===== src/rtl/hex_value_scanner_pkg.sv =====
// Shared state encoding, blank pattern and a small helper for the hex value scanner.
package hex_value_scanner_pkg;

    localparam logic [1:0] S_IDLE    = 2'd0;
    localparam logic [1:0] S_SHOW    = 2'd1;
    localparam logic [1:0] S_GAP     = 2'd2;
    localparam logic [6:0] SEG_BLANK = 7'h00;

    typedef enum logic [1:0] {
        ST_IDLE = S_IDLE,
        ST_SHOW = S_SHOW,
        ST_GAP  = S_GAP
    } state_t;

    function automatic int unsigned max_u(input int unsigned a, input int unsigned b);
        return (a > b) ? a : b;
    endfunction

endpackage


===== src/rtl/hex_value_scanner_if.sv =====
// Control/data bundle between the counter datapath and the seven-segment scanner.
interface hex_value_scanner_if;
    logic        enable;
    logic [31:0] value;
    logic [6:0]  seg;
    logic        dp;
    logic        busy;
    logic [2:0]  digit_idx;

    modport master (output enable, value, input seg, dp, busy, digit_idx);
    modport slave  (input enable, value, output seg, dp, busy, digit_idx);
endinterface


===== src/rtl/hex_value_scanner_seg7.sv =====
// Combinational hex nibble to seven-segment decoder (segments a..g on bits 0..6).
module hex_value_scanner_seg7 (
    input  logic [3:0] i_nibble,
    output logic [6:0] o_seg
);
    always_comb begin
        o_seg = 7'h00;
        case (i_nibble)
            4'h0: o_seg = 7'h3F;
            4'h1: o_seg = 7'h06;
            4'h2: o_seg = 7'h5B;
            4'h3: o_seg = 7'h4F;
            4'h4: o_seg = 7'h66;
            4'h5: o_seg = 7'h6D;
            4'h6: o_seg = 7'h7D;
            4'h7: o_seg = 7'h07;
            4'h8: o_seg = 7'h7F;
            4'h9: o_seg = 7'h6F;
            4'hA: o_seg = 7'h77;
            4'hB: o_seg = 7'h7C;
            4'hC: o_seg = 7'h39;
            4'hD: o_seg = 7'h5E;
            4'hE: o_seg = 7'h79;
            4'hF: o_seg = 7'h71;
            default: o_seg = 7'h00;
        endcase
    end
endmodule


===== src/rtl/hex_value_scanner.sv =====
// Scans a snapshot of the counter word onto one seven-segment digit, MSB nibble
// first with leading zeros suppressed, blank gaps between digits, dp on the first.
module hex_value_scanner
    import hex_value_scanner_pkg::*;
#(
    parameter int NIBBLES      = 8,
    parameter int DWELL_CYCLES = 1000000,
    parameter int GAP_CYCLES   = 250000
) (
    input  logic              clk,
    input  logic              reset,
    hex_value_scanner_if.slave bus
);
    localparam int VW    = 4 * NIBBLES;
    localparam int CNT_W = $clog2(max_u(DWELL_CYCLES, GAP_CYCLES) + 1);
    localparam logic [CNT_W-1:0] DWELL_TC = CNT_W'(DWELL_CYCLES - 1);
    localparam logic [CNT_W-1:0] GAP_TC   = CNT_W'(GAP_CYCLES - 1);

    state_t           r_state, w_state_next;
    logic [VW-1:0]    r_snap, w_snap_next, w_value;
    logic [CNT_W-1:0] r_timer, w_timer_next;
    logic [2:0]       r_idx, w_idx_next, w_lead;
    logic             r_first, w_first_next;
    logic [6:0]       r_seg, w_seg_next, w_dec;
    logic             r_dp, w_dp_next, r_busy, w_busy_next;
    logic [NIBBLES-1:0] w_nz;
    logic [3:0]       w_nib [NIBBLES];
    logic [3:0]       w_dec_nib;

    assign w_value = bus.value[VW-1:0];

    generate
        for (genvar gi = 0; gi < NIBBLES; gi++) begin : g_nib
            assign w_nz[gi]  = |w_value[4*gi +: 4];
            assign w_nib[gi] = w_snap_next[4*gi +: 4];
        end
    endgenerate

    // Highest nonzero nibble wins; an all-zero word still shows nibble 0.
    always_comb begin
        w_lead = 3'd0;
        for (int i = 0; i < NIBBLES; i++) begin
            if (w_nz[i]) w_lead = 3'(i);
        end
    end

    always_comb begin
        w_state_next = r_state;
        w_snap_next  = r_snap;
        w_timer_next = r_timer;
        w_idx_next   = r_idx;
        w_first_next = r_first;
        case (r_state)
            ST_IDLE: begin
                if (w_value != r_snap) begin
                    w_snap_next  = w_value;
                    w_idx_next   = w_lead;
                    w_timer_next = '0;
                    w_first_next = 1'b1;
                    w_state_next = ST_SHOW;
                end
            end
            ST_SHOW: begin
                if (r_timer == DWELL_TC) begin
                    w_timer_next = '0;
                    if (r_idx == 3'd0) begin
                        w_state_next = ST_IDLE;
                    end else begin
                        w_state_next = ST_GAP;
                        w_idx_next   = r_idx - 3'd1;
                        w_first_next = 1'b0;
                    end
                end else begin
                    w_timer_next = r_timer + 1'b1;
                end
            end
            ST_GAP: begin
                if (r_timer == GAP_TC) begin
                    w_timer_next = '0;
                    w_state_next = ST_SHOW;
                end else begin
                    w_timer_next = r_timer + 1'b1;
                end
            end
            default: w_state_next = ST_IDLE;
        endcase
    end

    // Outputs are derived from the next state so a new digit appears on the same edge.
    assign w_dec_nib   = (w_state_next == ST_SHOW) ? w_nib[w_idx_next] : w_nib[0];
    assign w_seg_next  = (w_state_next == ST_GAP) ? SEG_BLANK : w_dec;
    assign w_dp_next   = (w_state_next == ST_SHOW) && w_first_next;
    assign w_busy_next = (w_state_next != ST_IDLE);

    hex_value_scanner_seg7 u_seg7 (
        .i_nibble (w_dec_nib),
        .o_seg    (w_dec)
    );

    always_ff @(posedge clk or negedge reset) begin
        if (!reset) begin
            r_state <= ST_IDLE;
            r_snap  <= '0;
            r_timer <= '0;
            r_idx   <= 3'd0;
            r_first <= 1'b0;
            r_seg   <= 7'h3F;
            r_dp    <= 1'b0;
            r_busy  <= 1'b0;
        end else if (bus.enable) begin
            r_state <= w_state_next;
            r_snap  <= w_snap_next;
            r_timer <= w_timer_next;
            r_idx   <= w_idx_next;
            r_first <= w_first_next;
            r_seg   <= w_seg_next;
            r_dp    <= w_dp_next;
            r_busy  <= w_busy_next;
        end
    end

    assign bus.seg       = r_seg;
    assign bus.dp        = r_dp;
    assign bus.busy      = r_busy;
    assign bus.digit_idx = r_idx;

endmodule


===== src/flat_wrapper.sv =====
// flat-port wrapper written by rule: the top's interface ports become plain ports
module hex_value_scanner_flat import hex_value_scanner_pkg::*;
#(
    parameter int NIBBLES      = 8,
    parameter int DWELL_CYCLES = 1000000,
    parameter int GAP_CYCLES   = 250000
)
  (clk, reset, bus_enable, bus_value, bus_seg, bus_dp, bus_busy, bus_digit_idx);
  hex_value_scanner_if bus_i ();
  input  logic clk;
  input  logic reset;
  input wire logic [$bits(bus_i.enable)-1:0] bus_enable;
  input wire logic [$bits(bus_i.value)-1:0] bus_value;
  output wire logic [$bits(bus_i.seg)-1:0] bus_seg;
  output wire logic [$bits(bus_i.dp)-1:0] bus_dp;
  output wire logic [$bits(bus_i.busy)-1:0] bus_busy;
  output wire logic [$bits(bus_i.digit_idx)-1:0] bus_digit_idx;
  assign bus_i.enable = bus_enable;
  assign bus_i.value = bus_value;
  assign bus_seg = bus_i.seg;
  assign bus_dp = bus_i.dp;
  assign bus_busy = bus_i.busy;
  assign bus_digit_idx = bus_i.digit_idx;
  hex_value_scanner #(.NIBBLES(NIBBLES), .DWELL_CYCLES(DWELL_CYCLES), .GAP_CYCLES(GAP_CYCLES)) u_core (.clk(clk), .reset(reset), .bus(bus_i));
endmodule

===== config.mk =====
export PLATFORM = sky130hd
export DESIGN_NAME = hex_value_scanner_flat
export DESIGN_NICKNAME = d
export VERILOG_FILES = /design/src/rtl/hex_value_scanner_pkg.sv /design/src/rtl/hex_value_scanner_if.sv /design/src/rtl/hex_value_scanner_seg7.sv /design/src/rtl/hex_value_scanner.sv /design/src/flat_wrapper.sv
export SDC_FILE = /design/constraint.sdc
export NUM_CORES = 1
export LEC_CHECK = 0
export BUFFER_PORTS_ARGS = -buffer_cell sky130_fd_sc_hd__buf_2
export CORE_UTILIZATION = 60
export DETAILED_ROUTE_END_ITERATION = 8
export GPL_TIMING_DRIVEN = 0
export PLACE_DENSITY = 0.81
export REMOVE_ABC_BUFFERS = 1
export SLEW_MARGIN = 20
export SYNTH_ARGS = -nofsm -noshare
export SYNTH_HDL_FRONTEND = slang
export SYNTH_SLANG_ARGS = --single-unit

===== constraint.sdc =====
create_clock -name clk -period 9.15 [get_ports clk]
set_clock_uncertainty 0.15 [all_clocks]
set_input_delay 1.83 -clock clk [delete_from_list [all_inputs] [get_ports clk]]
set_output_delay 1.83 -clock clk [all_outputs]
set_load 0.02 [all_outputs]

==> impl_metrics.tcl, run 1 <==
set metrics [dict create \
    result_of_the_run "finished, final reports clean" \
    ys_seq_area_share_pct 34.7 \
    finalCritPeriodShare_pct 68.8 \
    syn-mean-instance-area_um2 9.39 \
    synthMostInstantiatedCell "sky130_fd_sc_hd__dfrtp_1" \
    start_util_pct 62.5 \
    detailed_place_hpwl_mm 8.99 \
    clock_sink_count 67 \
    worst-r2r-setup-slack_ns 4.03 \
    reg2reg_from "u_core.r_snap[22]$_DFFE_PN0P_" \
    finalSetupViolCount 0 \
    htree_num_levels 3 \
    drc 0 \
    cts.repair_timing.setup_buffer_count 0 \
    timing.critical_path.from_type "primary input" \
    placementRows 32 \
    transition_at_the_pin_with_the_smallest_max_transition_slack_ns 0.999 \
    post_drt_via_cell_ratio 6.61 \
    worst_ep_required_time_ns 9.24 \
    grt_antenna_before_repair 0 \
    synth_enable_flop_cells 0 \
    postCtsResizedCells 0 \
    detail_route.wl_per_cell_um 18.9 \
    finalNetCount 604 \
    max_stage_delay_ns 0.74 \
    max_cap_violations 0 \
    critPathLaunch "bus_value[22]" \
    ant_nets 0 \
    antenna-diode-count 0 \
    gp_weighted_congestion 0.976 \
    number_of_i_o_port_buffers 46 \
    slew_violations 0 \
    core_um2 7770 \
    dominantRegCellSynth "sky130_fd_sc_hd__dfrtp_1" \
    drtIter0Drc 450 \
    crit_top_cell "sky130_fd_sc_hd__buf_2" \
    die_area_um2 8450 \
    clk_lat_worst_skew_ns 0.36 \
    ys_async_sr_fraction_pct 100 \
    cp_data_arrival_time_ns 6.39 \
    synth.top_cell.area_share_pct 31.5 \
    instance_count_on_the_critical_path 13 \
    routed_wirelength_mm 12.5 \
    rr_worst_depth 12 \
    max-slew-margin-rel_pct 32.1 \
    syn_to_final_growth_pct 9.62 \
    number_of_global_route_vias_before_repair 4152 \
    postSynthRegisterBits 67 \
    cp-end-kind "register" \
    detailroute.via_count 4378 \
    worst_hold_path_type "reg2reg" \
    floorplan.io_pins 47 \
    cts_max_path_buffers 2 \
    grt_start_max_net_pins 38 \
    synth.lib_cells_used.distinct 79 \
    global_route.usage.total_pct 31.2 \
    global_route_wire_length_before_repair_mm 20.6 \
    critical-path-slowest-cell "sky130_fd_sc_hd__a222oi_1" \
    critical_path_buf_inv_count 3 \
    yosysTopAreaCell "sky130_fd_sc_hd__dfrtp_1" \
    final.hold.worst_slack_ns 0.327 \
    die_h_um 91.9 \
    synthCells 517 \
    numCtsBuffers 9 \
    leakage_nw 2.32 \
    achievable-frequency_mhz 159 \
    synth.yosys.warnings 0 \
    cts_hold_buffers 0 \
    hold_violations 0 \
    cell_at_the_root_of_the_clock_tree "sky130_fd_sc_hd__clkbuf_8" \
    worst_ir_drop_vdd_v 0.000191 \
    crit-reg2reg-capture "u_core.bus.seg[6]$_DFFE_PN0P_" \
    cell_chain_critical_path "buf_2 > xor2_1 > nor4_1 > nand4_1 > o21a_2 > a222oi_1 > buf_2 > nand3b_1 > a311o_1 > nor3b_2 > inv_1 > a211o_1 > a32o_1" \
    accumulated_negative_setup_slack_ns 0 \
    power_density_nw_per_um2 350 \
    timing.critical_path.to "u_core.bus.seg[6]$_DFFE_PN0P_" \
    grt-ovfl-total 0 \
    worstSetupPathType "in2reg" \
    grt_setup_unrepaired "false" \
    post_route_minimum_period_ns 6.29 \
    netlist_top_cells_count "sky130_fd_sc_hd__dfrtp_1, sky130_fd_sc_hd__nand2_1, sky130_fd_sc_hd__nor2_1" \
    synth.area.top_cells "sky130_fd_sc_hd__dfrtp_1, sky130_fd_sc_hd__mux2_2, sky130_fd_sc_hd__xor2_1" \
    detail_route.first_pass.iterations 5 \
    tritoncts "built" \
    netlist_area_pre_place_um2 4850 \
    post_route_cells_drive_above_1_share_pct 23.4 \
    crit_fanout 29 \
    path_clk_slew_ns 0.07 \
    die_w_um 91.9 \
    crit_path_max_delay_family "compound AO/OA/AOI/OAI gates" \
]
==> cell families (layout without fill, tap and decap cells) <==
family                     count (synthesis)  after routing  share of synthesized area (%)
and+or+nand+nor                          189            189                           20.9
AOI/OAI and AO/OA                        118            118                           18.8
DFF                                       67             67                           34.7
muxes                                     49             49                           10.9
xor gates and xnor gates                  40             40                           7.22
buffers and inverters                     40             83                           3.84
adders and majority gates                 14             14                           3.61
==> cell usage in the layout, fill, tap and decap left out, types with 9 or more instances in the layout <==
master and instances:
sky130_fd_sc_hd__a21oi_1 10, sky130_fd_sc_hd__nand2_1 45, sky130_fd_sc_hd__buf_2 47, sky130_fd_sc_hd__mux2_2 32
sky130_fd_sc_hd__dfrtp_1 61, sky130_fd_sc_hd__clkbuf_8 11, sky130_fd_sc_hd__nand3_1 24, sky130_fd_sc_hd__inv_1 18
sky130_fd_sc_hd__nor4_1 16, sky130_fd_sc_hd__nand4_1 9, sky130_fd_sc_hd__xor2_1 38, sky130_fd_sc_hd__ha_1 14
sky130_fd_sc_hd__and3_1 12, sky130_fd_sc_hd__mux2i_1 16, sky130_fd_sc_hd__nor2_1 39, sky130_fd_sc_hd__o21ai_0 35
==> worst min-delay path by stage <==
stage                                  startpoint                            end  slack (ns)  cells past startpoint
floorplan              u_core.r_first$_DFFE_PN0P_     u_core.r_first$_DFFE_PN0P_        0.29                      2
global placement       u_core.r_first$_DFFE_PN0P_     u_core.r_first$_DFFE_PN0P_        0.31                      2
detailed placement  u_core.bus.seg[4]$_DFFE_PN1P_  u_core.bus.seg[4]$_DFFE_PN1P_        0.32                      1
CTS                 u_core.bus.seg[4]$_DFFE_PN1P_  u_core.bus.seg[4]$_DFFE_PN1P_        0.33                      1
global route        u_core.bus.seg[4]$_DFFE_PN1P_  u_core.bus.seg[4]$_DFFE_PN1P_        0.34                      1
finish              u_core.bus.seg[4]$_DFFE_PN1P_  u_core.bus.seg[4]$_DFFE_PN1P_        0.33                      1
==> per-stage QoR <==
step           instance area [µm²]  power (W)  setup slack [ns]  util [%]  instances
5_1_grt                       5320    0.00199              2.77      68.5        662
3_3_place_gp                  5090    0.00156              2.09      65.5        643
4_1_cts                       5320    0.00184              2.86      68.5        662
6_report                      5320    0.00186              2.86      68.5        662
2_1_floorplan                 4730    0.00131              3.54         -        495
3_5_place_dp                  5140    0.00160              2.54      66.1        646
==> per-layer routing <==
metal / track usage [%] / share of wire [%] / vias to the layer above
met5: 0 / 0 / -
met4: 12.1 / 2.1 / 0
met3: 5.80 / 7.1 / 29
met2: 47.4 / 46 / 207
met1: 44.1 / 45 / 2150
li1: - / - / 1992
==> state kept, by name, indices dropped and copies added, names as in the netlist <==
name	flops
u_core.r_snap	32
u_core.bus.busy	1
u_core.bus.digit_idx	3
u_core.r_timer	20
u_core.r_first	1
u_core.bus.dp	1
u_core.r_state	2
u_core.bus.seg	7
==> report_power, final <==
part,internal [W],switching (W),leakage [nW],total [W]
clock,0.000112,0.000120,0.0884,0.000232
combinational,0.000441,0.000675,1.41,0.00112
sequential,0.000414,0.0000993,0.820,0.000513
total,0.000967,0.000894,2.32,0.00186
==> layout make-up <==
class	count	area [µm²]
inverters	18	67.6
well taps	102	128
clock buffers	12	155
multi-input cells	410	3000
clock inverters	4	25.0
repair buffers	49	263
flip-flops and latches	67	1680
fillers	632	2450
Note: power is estimated with default switching activity, not from simulation.
==> run 2, diff against run 1 <==
--- a/config.mk
+++ b/config.mk
@@ -5,11 +5,12 @@
 export SDC_FILE = /design/constraint.sdc
 export NUM_CORES = 1
 export LEC_CHECK = 0
+export ABC_AREA = 1
 export BUFFER_PORTS_ARGS = -buffer_cell sky130_fd_sc_hd__buf_2
 export CORE_UTILIZATION = 60
 export DETAILED_ROUTE_END_ITERATION = 8
 export GPL_TIMING_DRIVEN = 0
-export PLACE_DENSITY = 0.81
+export PLACE_DENSITY = 0.8
 export REMOVE_ABC_BUFFERS = 1
 export SLEW_MARGIN = 20
 export SYNTH_ARGS = -nofsm -noshare
==> constraint.sdc (replaced) <==
create_clock -name clk -period 6.2 [get_ports clk]
set_clock_uncertainty 0.15 [all_clocks]
set_input_delay 1.24 -clock clk [delete_from_list [all_inputs] [get_ports clk]]
set_output_delay 1.24 -clock clk [all_outputs]
set_load 0.02 [all_outputs]
==> run 2 against run 1 <==
  * Routed wire length down 2.6%
  * Synthesized cell count increased by 47%
  * Die area is 3.9% higher
  * Non-clock buffer count unchanged
  * Design area is 4.5% higher
  * First-iteration DRC count down 42%
  * Via count up 12%
  * Worst hold slack worse by 0.0086 ns
  * Register-to-register slack worse by 1.3 ns
  * Sequential power rose by 32%
==> impl_metrics.tcl, run 2 <==
set metrics [dict create \
    core_um2 8180 \
    crit_path_max_delay_family "simple AND/OR/NAND/NOR gates" \
    max_cap_violations 0 \
    post_drt_via_cell_ratio 5.40 \
    global_route_wire_length_before_repair_mm 19.9 \
    die_area_um2 8780 \
    number_of_global_route_vias_before_repair 4484 \
    post_route_cells_drive_above_1_share_pct 13.9 \
    post_route_minimum_period_ns 4.02 \
    clk_lat_worst_skew_ns 0.34 \
    global_route.usage.total_pct 28.8 \
    crit-reg2reg-capture "u_core.bus.seg[0]$_DFFE_PN1P_" \
    path_clk_slew_ns 0.07 \
    grt_antenna_before_repair 0 \
    achievable-frequency_mhz 249 \
    critical_path_buf_inv_count 2 \
    synth.yosys.warnings 0 \
    synth_enable_flop_cells 0 \
    transition_at_the_pin_with_the_smallest_max_transition_slack_ns 1.08 \
    worst_ep_required_time_ns 6.33 \
    slew_violations 0 \
    finalSetupViolCount 0 \
    cell_at_the_root_of_the_clock_tree "sky130_fd_sc_hd__clkbuf_8" \
    syn-mean-instance-area_um2 6.65 \
    max-slew-margin-rel_pct 28.1 \
    largest-register "u_core.r_snap" \
    cp-end-kind "register" \
    numCtsBuffers 9 \
    yosysTopAreaCell "sky130_fd_sc_hd__dfrtp_1" \
    detailroute.via_count 4905 \
    netlist_area_pre_place_um2 5050 \
    finalCritPeriodShare_pct 64.9 \
    synth.lib_cells_used.distinct 45 \
    htree_num_levels 3 \
    synth.top_cell.area_share_pct 30.2 \
    accumulated_negative_setup_slack_ns 0 \
    gp_weighted_congestion 0.909 \
    cts_max_path_buffers 2 \
    reg2reg_from "u_core.r_state[0]$_DFFE_PN0P_" \
    ys_seq_area_share_pct 33.4 \
    dominantRegCellSynth "sky130_fd_sc_hd__dfrtp_1" \
    grt-ovfl-total 0 \
    number_of_i_o_port_buffers 46 \
    routed_wirelength_mm 12.2 \
    drc 0 \
    timing.critical_path.to "u_core.bus.seg[0]$_DFFE_PN1P_" \
    synth.area.top_cells "sky130_fd_sc_hd__dfrtp_1, sky130_fd_sc_hd__nand2_1, sky130_fd_sc_hd__o21ai_0" \
    hold_violations 0 \
    worst_ir_drop_vdd_v 0.000365 \
    die_w_um 93.7 \
    die_h_um 93.7 \
    worst_hold_path_type "reg2reg" \
    ant_nets 0 \
    largest_register_ffs 32 \
    leakage_nw 2.74 \
    cts_hold_buffers 0 \
    ys_async_sr_fraction_pct 100 \
    antenna-diode-count 0 \
    max_stage_delay_ns 0.24 \
    finalNetCount 847 \
    tritoncts "built" \
    synthMostInstantiatedCell "sky130_fd_sc_hd__nand2_1" \
    mostFrequentLayoutCells "sky130_fd_sc_hd__nand2_1, sky130_fd_sc_hd__inv_1, sky130_fd_sc_hd__o21ai_0" \
    crit_fanout 17 \
    cts.repair_timing.setup_buffer_count 0 \
    worst-r2r-setup-slack_ns 2.77 \
    drtIter0Drc 260 \
    worstSetupPathType "in2reg" \
    fin_util_pct 68.0 \
    detail_route.wl_per_cell_um 13.4 \
    start_util_pct 61.7 \
    crit_top_cell "sky130_fd_sc_hd__nand2_1" \
    cp_data_arrival_time_ns 4.15 \
    timing.critical_path.from_type "primary input" \
    instance_count_on_the_critical_path 23 \
    synthCells 759 \
    critPathLaunch "bus_value[30]" \
    rr_worst_depth 18 \
    grt_setup_unrepaired "false" \
    power_density_nw_per_um2 477 \
    grt_start_max_net_pins 68 \
    cell_chain_critical_path "buf_2 > xnor2_1 > nand2_1 > nor2_1 > nand2_1 > nor2_1 > nand3_1 > nand2_1 > nand2_2 > nand3_4 > nand2_4 > nand2_1 > nand3_1 > nand3_1 > nand3_1 > nand2_2 > inv_1 > ha_1 > nand3_1 > nand3_1 > nand2_1 > nand2_1 > nand2_1" \
    postCtsResizedCells 0 \
    clock_sink_count 67 \
    critical-path-slowest-cell "sky130_fd_sc_hd__xnor2_1" \
    syn_to_final_growth_pct 10.1 \
    detailed_place_hpwl_mm 9.02 \
    floorplan.io_pins 47 \
    placementRows 33 \
    leading_cell_type_in_the_layout_fill_and_taps_excluded "sky130_fd_sc_hd__nand2_1" \
    netlist_top_cells_count "sky130_fd_sc_hd__nand2_1, sky130_fd_sc_hd__inv_1, sky130_fd_sc_hd__o21ai_0" \
    detail_route.first_pass.iterations 5 \
    postSynthRegisterBits 67 \
    result_of_the_run "finished, final reports clean" \
]
## run 2: worst min path at each step
stage | start | endpoint | slack [ns] | cells past startpoint
after floorplan | u_core.r_timer[4]$_DFFE_PN0P_ | u_core.r_timer[4]$_DFFE_PN0P_ | 0.31 | 1
after global placement | u_core.bus.seg[0]$_DFFE_PN1P_ | u_core.bus.seg[0]$_DFFE_PN1P_ | 0.30 | 2
after detailed placement | u_core.bus.seg[2]$_DFFE_PN1P_ | u_core.bus.seg[2]$_DFFE_PN1P_ | 0.31 | 2
after CTS | u_core.bus.seg[2]$_DFFE_PN1P_ | u_core.bus.seg[2]$_DFFE_PN1P_ | 0.32 | 2
after global routing | u_core.bus.seg[3]$_DFFE_PN1P_ | u_core.bus.seg[3]$_DFFE_PN1P_ | 0.34 | 2
final | u_core.bus.seg[2]$_DFFE_PN1P_ | u_core.bus.seg[2]$_DFFE_PN1P_ | 0.32 | 2
## run 2: cell families (layout without fill, tap and decap cells)
group	count (synthesis)	after routing	share of synthesized area [%]
AND/OR/NAND/NOR	401	401	35.8
AO/OA/AOI/OAI	117	117	12.7
flip-flops	67	67	33.4
buffers and inverters	138	182	10.8
adder cells (fa/ha/maj)	14	14	3.47
XOR/XNOR	22	22	3.82
## run 2: through the flow
stage | instances | cell area, µm² | setup slack [ns] | total power [W] | hold WS (ns)
4_1_cts | 908 | 5560 | 2.25 | 0.00263 | 0.320
5_1_grt | 908 | 5560 | 1.91 | 0.00288 | 0.341
3_5_place_dp | 892 | 5370 | 1.92 | 0.00228 | 0.308
6_report | 908 | 5560 | 2.18 | 0.00265 | 0.318
3_3_place_gp | 889 | 5300 | 1.49 | 0.00218 | 0.304
2_1_floorplan | 738 | 4940 | 2.53 | 0.00186 | 0.314
## run 2: area by class of cell
cell class / count / area (µm²)
Tap cell: 105 / 131
Sequential cell: 67 / 1680
Fill cell: 705 / 2620
Timing Repair Buffer: 49 / 300
Inverter: 117 / 439
Clock inverter: 2 / 10.0
Multi-Input combinational cell: 554 / 2820
Clock buffer: 14 / 173
## run 2: tightest hold or removal path, stage by stage, from the launching register on
cell and delay (ns):
sky130_fd_sc_hd__dfstp_2 0.37, sky130_fd_sc_hd__nand2_1 0.05, sky130_fd_sc_hd__nand2_1 0.05
## run 2: layer usage
layer	share of wire (%)	up-vias	track usage, %	wire (µm)
li1	-	2466	-	-
met1	43	2246	36.6	5270
met2	49	158	49.8	5940
met3	5.0	35	3.40	612
met4	2.9	0	11.4	350
met5	0	-	0	0
## run 2: power by group
group | switching, W | leakage [nW] | internal [W]
clock | 0.000164 | 0.0965 | 0.000177
sequential | 0.0000893 | 0.856 | 0.000586
combinational | 0.00108 | 1.79 | 0.000550
total | 0.00134 | 2.74 | 0.00131
